File: src/rtl/regfile_wb_arbiter_pkg.sv
// Shared CPU constants and types used by the writeback arbiter slice.
package cpu_pkg;

  localparam int XLEN   = 32;
  localparam int REG_AW = 5;
  localparam int NREG   = 2 ** REG_AW;

  // Requester indices into the arbiter valid/grant vectors.
  localparam int REQ_ALU = 0;
  localparam int REQ_LSU = 1;

  typedef logic [REG_AW-1:0] reg_idx_t;
  typedef logic [XLEN-1:0]   reg_data_t;

endpackage

File: src/rtl/regfile_wb_arbiter_if.sv
// Writeback request bundle for the two requesters (ALU = req0, load unit = req1).
//
// Handshake: a requester raises reqN_valid with reqN_rd/reqN_data stable and
// keeps them stable until it sees reqN_ready=1. A transfer happens on the
// rising clock edge where valid and ready are both 1. Ready is combinational
// from the valids and the round-robin state and never depends on the other
// requester's ready.
interface regfile_wb_arbiter_if;
  import cpu_pkg::*;

  logic      req0_valid;
  logic      req0_ready;
  reg_idx_t  req0_rd;
  reg_data_t req0_data;

  logic      req1_valid;
  logic      req1_ready;
  reg_idx_t  req1_rd;
  reg_data_t req1_data;

  // Requester side (execute/memory stages).
  modport master (
    output req0_valid, req0_rd, req0_data,
    output req1_valid, req1_rd, req1_data,
    input  req0_ready, req1_ready
  );

  // Arbiter side.
  modport slave (
    input  req0_valid, req0_rd, req0_data,
    input  req1_valid, req1_rd, req1_data,
    output req0_ready, req1_ready
  );

endinterface

File: src/rtl/regfile_wb_arbiter_rr_arb2.sv
// Two-input round-robin arbiter. rr_last remembers the most recently
// accepted requester; on a tie the other one is granted.
module rr_arb2
  import cpu_pkg::*;
(
  input  logic       clk,
  input  logic       rst_n,
  input  logic [1:0] valid,
  input  logic       accept,
  output logic [1:0] grant,
  output logic       rr_last
);

  logic rr_last_q;
  logic rr_last_d;

  // Grant selection: single requester wins outright, tie goes to the one not served last.
  always_comb begin
    grant = 2'b00;
    case (valid)
      2'b01:   grant = 2'b01;
      2'b10:   grant = 2'b10;
      2'b11:   grant = rr_last_q ? 2'b01 : 2'b10;
      default: grant = 2'b00;
    endcase
  end

  // rr_last only moves when a grant is actually taken.
  always_comb begin
    rr_last_d = rr_last_q;
    if (accept) begin
      rr_last_d = grant[REQ_LSU];
    end
  end

  // Reset to 1 so the ALU wins the first tie.
  always_ff @(posedge clk or negedge rst_n) begin
    if (!rst_n) begin
      rr_last_q <= 1'b1;
    end else begin
      rr_last_q <= rr_last_d;
    end
  end

  assign rr_last = rr_last_q;

endmodule

File: src/rtl/regfile_wb_arbiter.sv
// Shares the regfile write port between the ALU and the load unit, registers
// the winning write, and tracks pending destination registers to stall decode.
module regfile_wb_arbiter
  import cpu_pkg::*;
(
  input  logic                  clk,
  input  logic                  rst_n,
  regfile_wb_arbiter_if.slave   req,
  input  logic                  iss_valid,
  input  reg_idx_t              iss_rd,
  input  reg_idx_t              rs1_sel,
  input  reg_idx_t              rs2_sel,
  output logic                  stall,
  output logic                  wb_wen,
  output reg_idx_t              wb_dsel,
  output reg_data_t             wb_d,
  output logic [NREG-1:0]       pend_mask
);

  logic [1:0] arb_valid;
  logic [1:0] grant;
  logic       accept;
  logic       rr_last;

  reg_idx_t   acc_rd;
  reg_data_t  acc_data;

  logic       wb_wen_q,  wb_wen_d;
  reg_idx_t   wb_dsel_q, wb_dsel_d;
  reg_data_t  wb_d_q,    wb_d_d;
  logic [NREG-1:0] pend_q, pend_d;

  assign arb_valid[REQ_ALU] = req.req0_valid;
  assign arb_valid[REQ_LSU] = req.req1_valid;

  // A grant always goes to a valid requester, so any grant is an accept.
  assign accept = |grant;

  rr_arb2 u_arb (
    .clk     (clk),
    .rst_n   (rst_n),
    .valid   (arb_valid),
    .accept  (accept),
    .grant   (grant),
    .rr_last (rr_last)
  );

  assign req.req0_ready = grant[REQ_ALU];
  assign req.req1_ready = grant[REQ_LSU];

  // Select the accepted requester's destination and data.
  always_comb begin
    acc_rd   = req.req0_rd;
    acc_data = req.req0_data;
    if (grant[REQ_LSU]) begin
      acc_rd   = req.req1_rd;
      acc_data = req.req1_data;
    end
  end

  // Writeback register next state: load on accept, x0 writes are swallowed.
  always_comb begin
    wb_wen_d  = 1'b0;
    wb_dsel_d = wb_dsel_q;
    wb_d_d    = wb_d_q;
    if (accept) begin
      wb_wen_d  = (acc_rd != '0);
      wb_dsel_d = acc_rd;
      wb_d_d    = acc_data;
    end
  end

  // Scoreboard next state: clear on commit first, then a same-register issue re-sets it.
  always_comb begin
    pend_d = pend_q;
    if (wb_wen_q) begin
      pend_d[wb_dsel_q] = 1'b0;
    end
    if (iss_valid && (iss_rd != '0)) begin
      pend_d[iss_rd] = 1'b1;
    end
    pend_d[0] = 1'b0;
  end

  // Writeback and scoreboard state; reset drops any in-flight write immediately.
  always_ff @(posedge clk or negedge rst_n) begin
    if (!rst_n) begin
      wb_wen_q  <= 1'b0;
      wb_dsel_q <= '0;
      wb_d_q    <= '0;
      pend_q    <= '0;
    end else begin
      wb_wen_q  <= wb_wen_d;
      wb_dsel_q <= wb_dsel_d;
      wb_d_q    <= wb_d_d;
      pend_q    <= pend_d;
    end
  end

  assign wb_wen    = wb_wen_q;
  assign wb_dsel   = wb_dsel_q;
  assign wb_d      = wb_d_q;
  assign pend_mask = pend_q;
  assign stall     = pend_q[rs1_sel] | pend_q[rs2_sel];

endmodule

File: src/flat_wrapper.sv
// flat-port wrapper written by rule: the top's interface ports become plain ports
module regfile_wb_arbiter_flat import cpu_pkg::*;
  (clk, rst_n, iss_valid, iss_rd, rs1_sel, rs2_sel, stall, wb_wen, wb_dsel, wb_d, pend_mask, req_req0_valid, req_req0_rd, req_req0_data, req_req1_valid, req_req1_rd, req_req1_data, req_req0_ready, req_req1_ready);
  regfile_wb_arbiter_if req_i ();
  input  logic clk;
  input  logic rst_n;
  input  logic iss_valid;
  input  reg_idx_t iss_rd;
  input  reg_idx_t rs1_sel;
  input  reg_idx_t rs2_sel;
  output logic stall;
  output logic wb_wen;
  output reg_idx_t wb_dsel;
  output reg_data_t wb_d;
  output logic [NREG-1:0] pend_mask;
  input wire logic [$bits(req_i.req0_valid)-1:0] req_req0_valid;
  input wire logic [$bits(req_i.req0_rd)-1:0] req_req0_rd;
  input wire logic [$bits(req_i.req0_data)-1:0] req_req0_data;
  input wire logic [$bits(req_i.req1_valid)-1:0] req_req1_valid;
  input wire logic [$bits(req_i.req1_rd)-1:0] req_req1_rd;
  input wire logic [$bits(req_i.req1_data)-1:0] req_req1_data;
  output wire logic [$bits(req_i.req0_ready)-1:0] req_req0_ready;
  output wire logic [$bits(req_i.req1_ready)-1:0] req_req1_ready;
  assign req_i.req0_valid = req_req0_valid;
  assign req_i.req0_rd = req_req0_rd;
  assign req_i.req0_data = req_req0_data;
  assign req_i.req1_valid = req_req1_valid;
  assign req_i.req1_rd = req_req1_rd;
  assign req_i.req1_data = req_req1_data;
  assign req_req0_ready = req_i.req0_ready;
  assign req_req1_ready = req_i.req1_ready;
  regfile_wb_arbiter u_core (.clk(clk), .rst_n(rst_n), .req(req_i), .iss_valid(iss_valid), .iss_rd(iss_rd), .rs1_sel(rs1_sel), .rs2_sel(rs2_sel), .stall(stall), .wb_wen(wb_wen), .wb_dsel(wb_dsel), .wb_d(wb_d), .pend_mask(pend_mask));
endmodule
File: config.mk
export PLATFORM = sky130hd
export DESIGN_NAME = regfile_wb_arbiter_flat
export DESIGN_NICKNAME = d
export VERILOG_FILES = /design/src/rtl/regfile_wb_arbiter_pkg.sv /design/src/rtl/regfile_wb_arbiter_if.sv /design/src/rtl/regfile_wb_arbiter_rr_arb2.sv /design/src/rtl/regfile_wb_arbiter.sv /design/src/flat_wrapper.sv
export SDC_FILE = /design/constraint.sdc
export NUM_CORES = 1
export LEC_CHECK = 0
export ABC_CLOCK_PERIOD_IN_PS = 5400
export BUFFER_PORTS_ARGS = -buffer_cell sky130_fd_sc_hd__buf_2
export CAP_MARGIN = 20
export CORE_UTILIZATION = 50
export CTS_CLUSTER_DIAMETER = 120
export DETAILED_ROUTE_END_ITERATION = 8
export GPL_ROUTABILITY_DRIVEN = 0
export PLACE_DENSITY = 0.85
export SYNTH_ARGS = -nofsm -noshare
export SYNTH_HDL_FRONTEND = slang
export SYNTH_SLANG_ARGS = --single-unit
File: constraint.sdc
create_clock -name clk -period 5.4 [get_ports clk]
set_input_delay 0.81 -clock clk [delete_from_list [all_inputs] [get_ports clk]]
set_output_delay 0.81 -clock clk [all_outputs]
set_load 0.01 [all_outputs]
### Yosys cells after proc, flatten, opt, wreduce, memory -nomap -nowiden

Cells that the tools add are included.

| word-level totals | value |
|---|---|
| bits in latches | 0 |
| memories | 0 |
| output and inout bits | 73 |
| RAM bits | 0 |
| bits in registers | 70 |
| ROM bits | 0 |
| input bits | 94 |

| operators by class | value |
|---|---|
| multipliers | 0 |
| eq/ne operators | 3 |
| bitwise logic cells | 4 |
| add/subtract/negate cells | 0 |
| div/mod/pow operators | 0 |
| shifts and indexed selects | 0 |
| reduce and logical (&&, ||, !) cells | 6 |
| $lt $le $gt $ge | 6 |
| mux-type cells | 15 |

Operators by type and width:

| cell | number |
|---|---|
| 2-to-1 mux 32 bit | 3 |
| AND 32 bit | 1 |
| NOT 32 bit | 1 |
| bitwise OR 32 bit | 1 |
| less-than comparator 5 x 6 -> 1 bit (second input constant) | 4 |
| binary-select mux 1 bit (select 5 bit) | 2 |
| demux 1 bit (select 5 bit) | 2 |
| greater-or-equal comparator 5 x 1 -> 1 bit (second input constant) | 2 |
| nonzero test 5 bit | 2 |
| case mux 2 bit (3 select lines) | 1 |
| 2-to-1 mux 1 bit | 5 |
| 2-to-1 mux 5 bit | 1 |
| equality test 2 bit (second input constant) | 2 |
| logical AND 1 bit | 3 |
| equality test 2 x 1 -> 1 bit (second input constant) | 1 |
| 2-to-1 mux 2 bit | 1 |
| OR reduction 2 bit | 1 |
| bitwise OR 1 bit | 1 |

### Logic depth before layout (Yosys ltp)

| logic depth | value |
|---|---|
| word-level depth | 9 |
| mapped depth | 6 |
| mapped depth without buffers | 6 |

### Modules after synthesis

Synthesis repeated with hierarchy kept, for this count alone.

| unflattened totals | value |
|---|---|
| cells, all modules | 347 |
| area total of the unflattened synthesis | 3659.8 um2 |

Modules (own cells, without submodules):

| module | cells each | times used | area each (um2) |
|---|---|---|---|
| regfile_wb_arbiter | 342 | 1 | 3595.9 |
| rr_arb2 | 5 | 1 | 63.8 |

### Worst setup path before layout

OpenSTA, ideal clock, no wires.

| timing | value |
|---|---|
| kind | input -> output |
| start point | input rs2_sel[1] |
| end point | output stall |
| buffers on the path | 1 |
| path slack | 2.531 ns |
| cell stages on the path | 6 |
| arrival | 2.059 ns |
| cell sequence | clkbuf_1 > mux4_2 > mux2i_1 > nor3b_1 > a31oi_1 > o211ai_1 |

| on the way | value |
|---|---|
| word-level cells in the longest chain between the ends | 3 |

RTL lines:

| what | RTL line | RTL |
|---|---|---|
| from (decl) | flat_wrapper.sv:10 | `input reg_idx_t rs2_sel;` |
| binary-select mux 1 bit (select 5 bit) | regfile_wb_arbiter.sv:104 | `assign stall = pend_q[rs1_sel] \| pend_q[rs2_sel];` |
| 2-to-1 mux 1 bit (implied by the code) | regfile_wb_arbiter.sv:104 |  |
| bitwise OR 1 bit | regfile_wb_arbiter.sv:104 |  |
| to (decl) | flat_wrapper.sv:11 | `output logic stall;` |

Every way passes these cells. The select of a mux whose other input is x is not followed.

### Worst setup path in the final report

| timing | value |
|---|---|
| start point | input req_req1_valid |
| end point | output req_req0_ready |

| on the way | value |
|---|---|
| word-level cells in the longest chain between the ends | 2 |
| elaborated cells on any way between the ends | 4 |

RTL lines:

| what | RTL line | RTL |
|---|---|---|
| from (decl) | flat_wrapper.sv:19 | `input wire logic [$bits(req_i.req1_valid)-1:0] req_req1_valid;` |
| equality test 2 bit / equality test 2 x 1 -> 1 bit (equally long branches) | regfile_wb_arbiter_rr_arb2.sv:20 | `case (valid)` |
| case mux 2 bit (3 select lines) * | regfile_wb_arbiter_rr_arb2.sv:20 |  |
| to (decl) | flat_wrapper.sv:22 | `output wire logic [$bits(req_i.req0_ready)-1:0] req_req0_ready;` |

Every way passes the cells marked *; elsewhere a longest branch is shown, timed or not.

==> results.cfg <==
[outcome]
status = completed

[floorplan]
dieWidth_um = 86.47
num_io_pins = 167
die_y_um = 86.47
start_util_pct = 52.22
design.die.area_um2 = 7476
core_area_um2 = 6832
std_cell_rows = 30

[clocking]
tritoncts = done
htreeDepth = 3
clk_latency_ns = 0.34
post-cts-setup-buffers = 0
clockBufferDepth = 2
cts_resized = 0
root_buffer = clkbuf_8
cts_buffers = 9
path_clk_slew_ns = 0.07
cts-hold-fix-buffers = 0
clock-sinks = 70

[critical_path]
path_cells = buf_2 -> nand2_1 -> nand2_1 -> buf_4 -> clkinv_1 -> buf_2
arrival_ns = 2.32
r2r-start = u_core.u_arb.rr_last
critPathCaptureType = output pin
cp-start-kind = input port
worstSetupStartpoint = req_req1_valid
cp.required_ns = 4.59
crit_type = in2out
cp_slowest_cell = buf_2
critPathMaxFanout = 31
worst-path-buf-inv = 4
crit_family = buffers and inverters
max_stage_delay_ns = 0.31

[final_layout]
areaGrowthSynthToFinish_pct = 29.01
stdcell_count = 627
antennaDiodeCount = 0
nFillCells = 584
final_net_count = 622
layout-drive-gt1-share_pct = 38.23

[global_route]
antenna_found_initial = 0
grt_pass1_wl_mm = 16.09
track_usage_pct = 28.28
grt_max_degree = 71
grt_pass1_vias = 3387
gr-total-overflow = 0

[sta]
finalHoldViolCount = 0
finalMaxSlewViolations = 0
min_period_ns = 3.134
max_freq_mhz = 319.1
tns_ns = 0
rsz0062_at_grt = no
worstMarginPinSlew_ns = 0.8589
period_share_pct = 58.04
finalWorstSetupSlack_ns = 2.266
setup_viol = 0
slew_headroom_pct = 42.74
fin_skew_ns = 0.009881

[synth]
synth_area_um2 = 3567
syn_inst = 368
synth.distinct_cells = 30
synth.ff_latch_count = 70
yosysTopAreaCell = dfrtp_1
synth_nets = 462
seq_area_frac_synth_pct = 49.14
yosys_warnings = 0
synth_area_leaders = dfrtp_1 (48%), o21ai_0 (10%), nor2_1 (6.9%)
synth_top_area_share_pct = 48.40
syn-mean-instance-area_um2 = 9.693

[placed_design]
place_ws_ns = 2.289
dp_hpwl_mm = 7.583
place_inst = 613
io_buffers = 165

[power_and_ir_drop]
peakVddDrop_mv = 0.1756
p_total_mw = 1.827
power_density_nw_per_um2 = 397.0
p_leak_nw = 2.069

[route]
vias_per_cell = 5.722
drt-initial-drc-count = 276
wl_per_cell_um = 16.08
drc = 0
vias = 3588
ant_nets = 0
dr.pass1.iters = 5
wl_mm = 10.08

[flow_run]
max_cap_violations = 0

[hold_path]
hold_path.startpoint = u_core.wb_d[19]
worstHoldPathType = reg2reg
==> layout by cell type, fill, tap and decap left out, drive strengths merged, types with 8 or more instances in the layout <==
master  instances
clkbuf         12
buf           167
mux4           13
o21ai          72
a21oi          19
mux2            8
o22ai          30
dfrtp          69
nand2          18
nand2b          8
nand3b         11
nor2           66
==> cells by family after synthesis <==
kind of cell	after synthesis	synth area share (%)
mux	26	12.56
flops	70	49.14
compound gates	128	19.50
simple gates	120	15.89
other cells	1	0.1051
buf+inv	23	2.806
==> worst paths after layout <==
| kind | end | slack, ns | cells after the start |
|---|---|---|---|
| worst max-delay path | req_req0_ready | 2.27 | 6 |
| worst min-delay path | u_core.wb_d[19] | 0.50 | 2 |
| worst max register to register | u_core.wb_d[28] | 3.57 | 7 |
| worst min register to register | u_core.wb_d[19] | 0.50 | 2 |
| max in group asynchronous | u_core.wb_d[12] | 4.16 | 2 |
| min in group asynchronous | u_core.wb_d[25] | 0.65 | 2 |
==> tightest hold or removal path, delay by kind of cell (launching register included) <==
family	cells	cell delay [ns]
AND/OR/NAND/NOR	2	0.13
flip-flops	1	0.34
==> where the power goes <==
part	internal (mW)	total, mW	switching (mW)
sequential	0.677	0.846	0.169
clock	0.173	0.349	0.176
combinational	0.310	0.631	0.321
total	1.16	1.83	0.666
==> stage by stage <==
step	utilization, %	hold WS (ns)	area (µm²)
after global placement	65.09	0.4864	4447
after global routing	67.36	0.5359	4602
after detailed placement	65.09	0.4938	4447
after floorplan	-	0.5144	3567
after CTS	67.36	0.5090	4602
final	67.36	0.4995	4602
==> sequential cells by signal, indices dropped and copies added, names as in the netlist <==
name	cells
u_core.pend_mask	31
u_core.u_arb.rr_last	1
u_core.wb_d	32
u_core.wb_dsel	5
u_core.wb_wen	1
==> cell usage after synthesis (all sizes together) <==
cell type,instances
or4,2
dfrtp,69
a31oi,1
or3b,5
nand2,18
dfstp,1
mux2i,5
or2,1
mux4,13
nor2,66
nor3b,1
inv,4
conb,1
o21ai,72
nand2b,8
clkbuf,14
o31a,1
and3b,1
or3,2
mux2,8
a21oi,19
nand3,5
o211ai,5
o22ai,30
nand3b,11
buf,4
clkinv,1
==> layout make-up <==
type	instances	area (µm²)	share of cell area, %
well taps	96	120.1	2.610
clock buffers	12	145.1	3.154
repair buffers	167	840.8	18.27
flip-flops and latches	70	1753	38.09
clock inverters	2	10.01	0.2175
multi-input cells	275	1714	37.25
inverters	5	18.77	0.4078
==> routing by layer <==
metal | global-route usage [%] | share of wire (%) | up-vias
met3 | 6.667 | 8.7 | 28
li1 | - | - | 1667
met4 | 13.64 | 2.6 | 0
met5 | 0 | 0 | -
met1 | 35.74 | 39 | 1678
met2 | 46.10 | 50 | 215
Note: power is estimated with default switching activity, not from simulation.
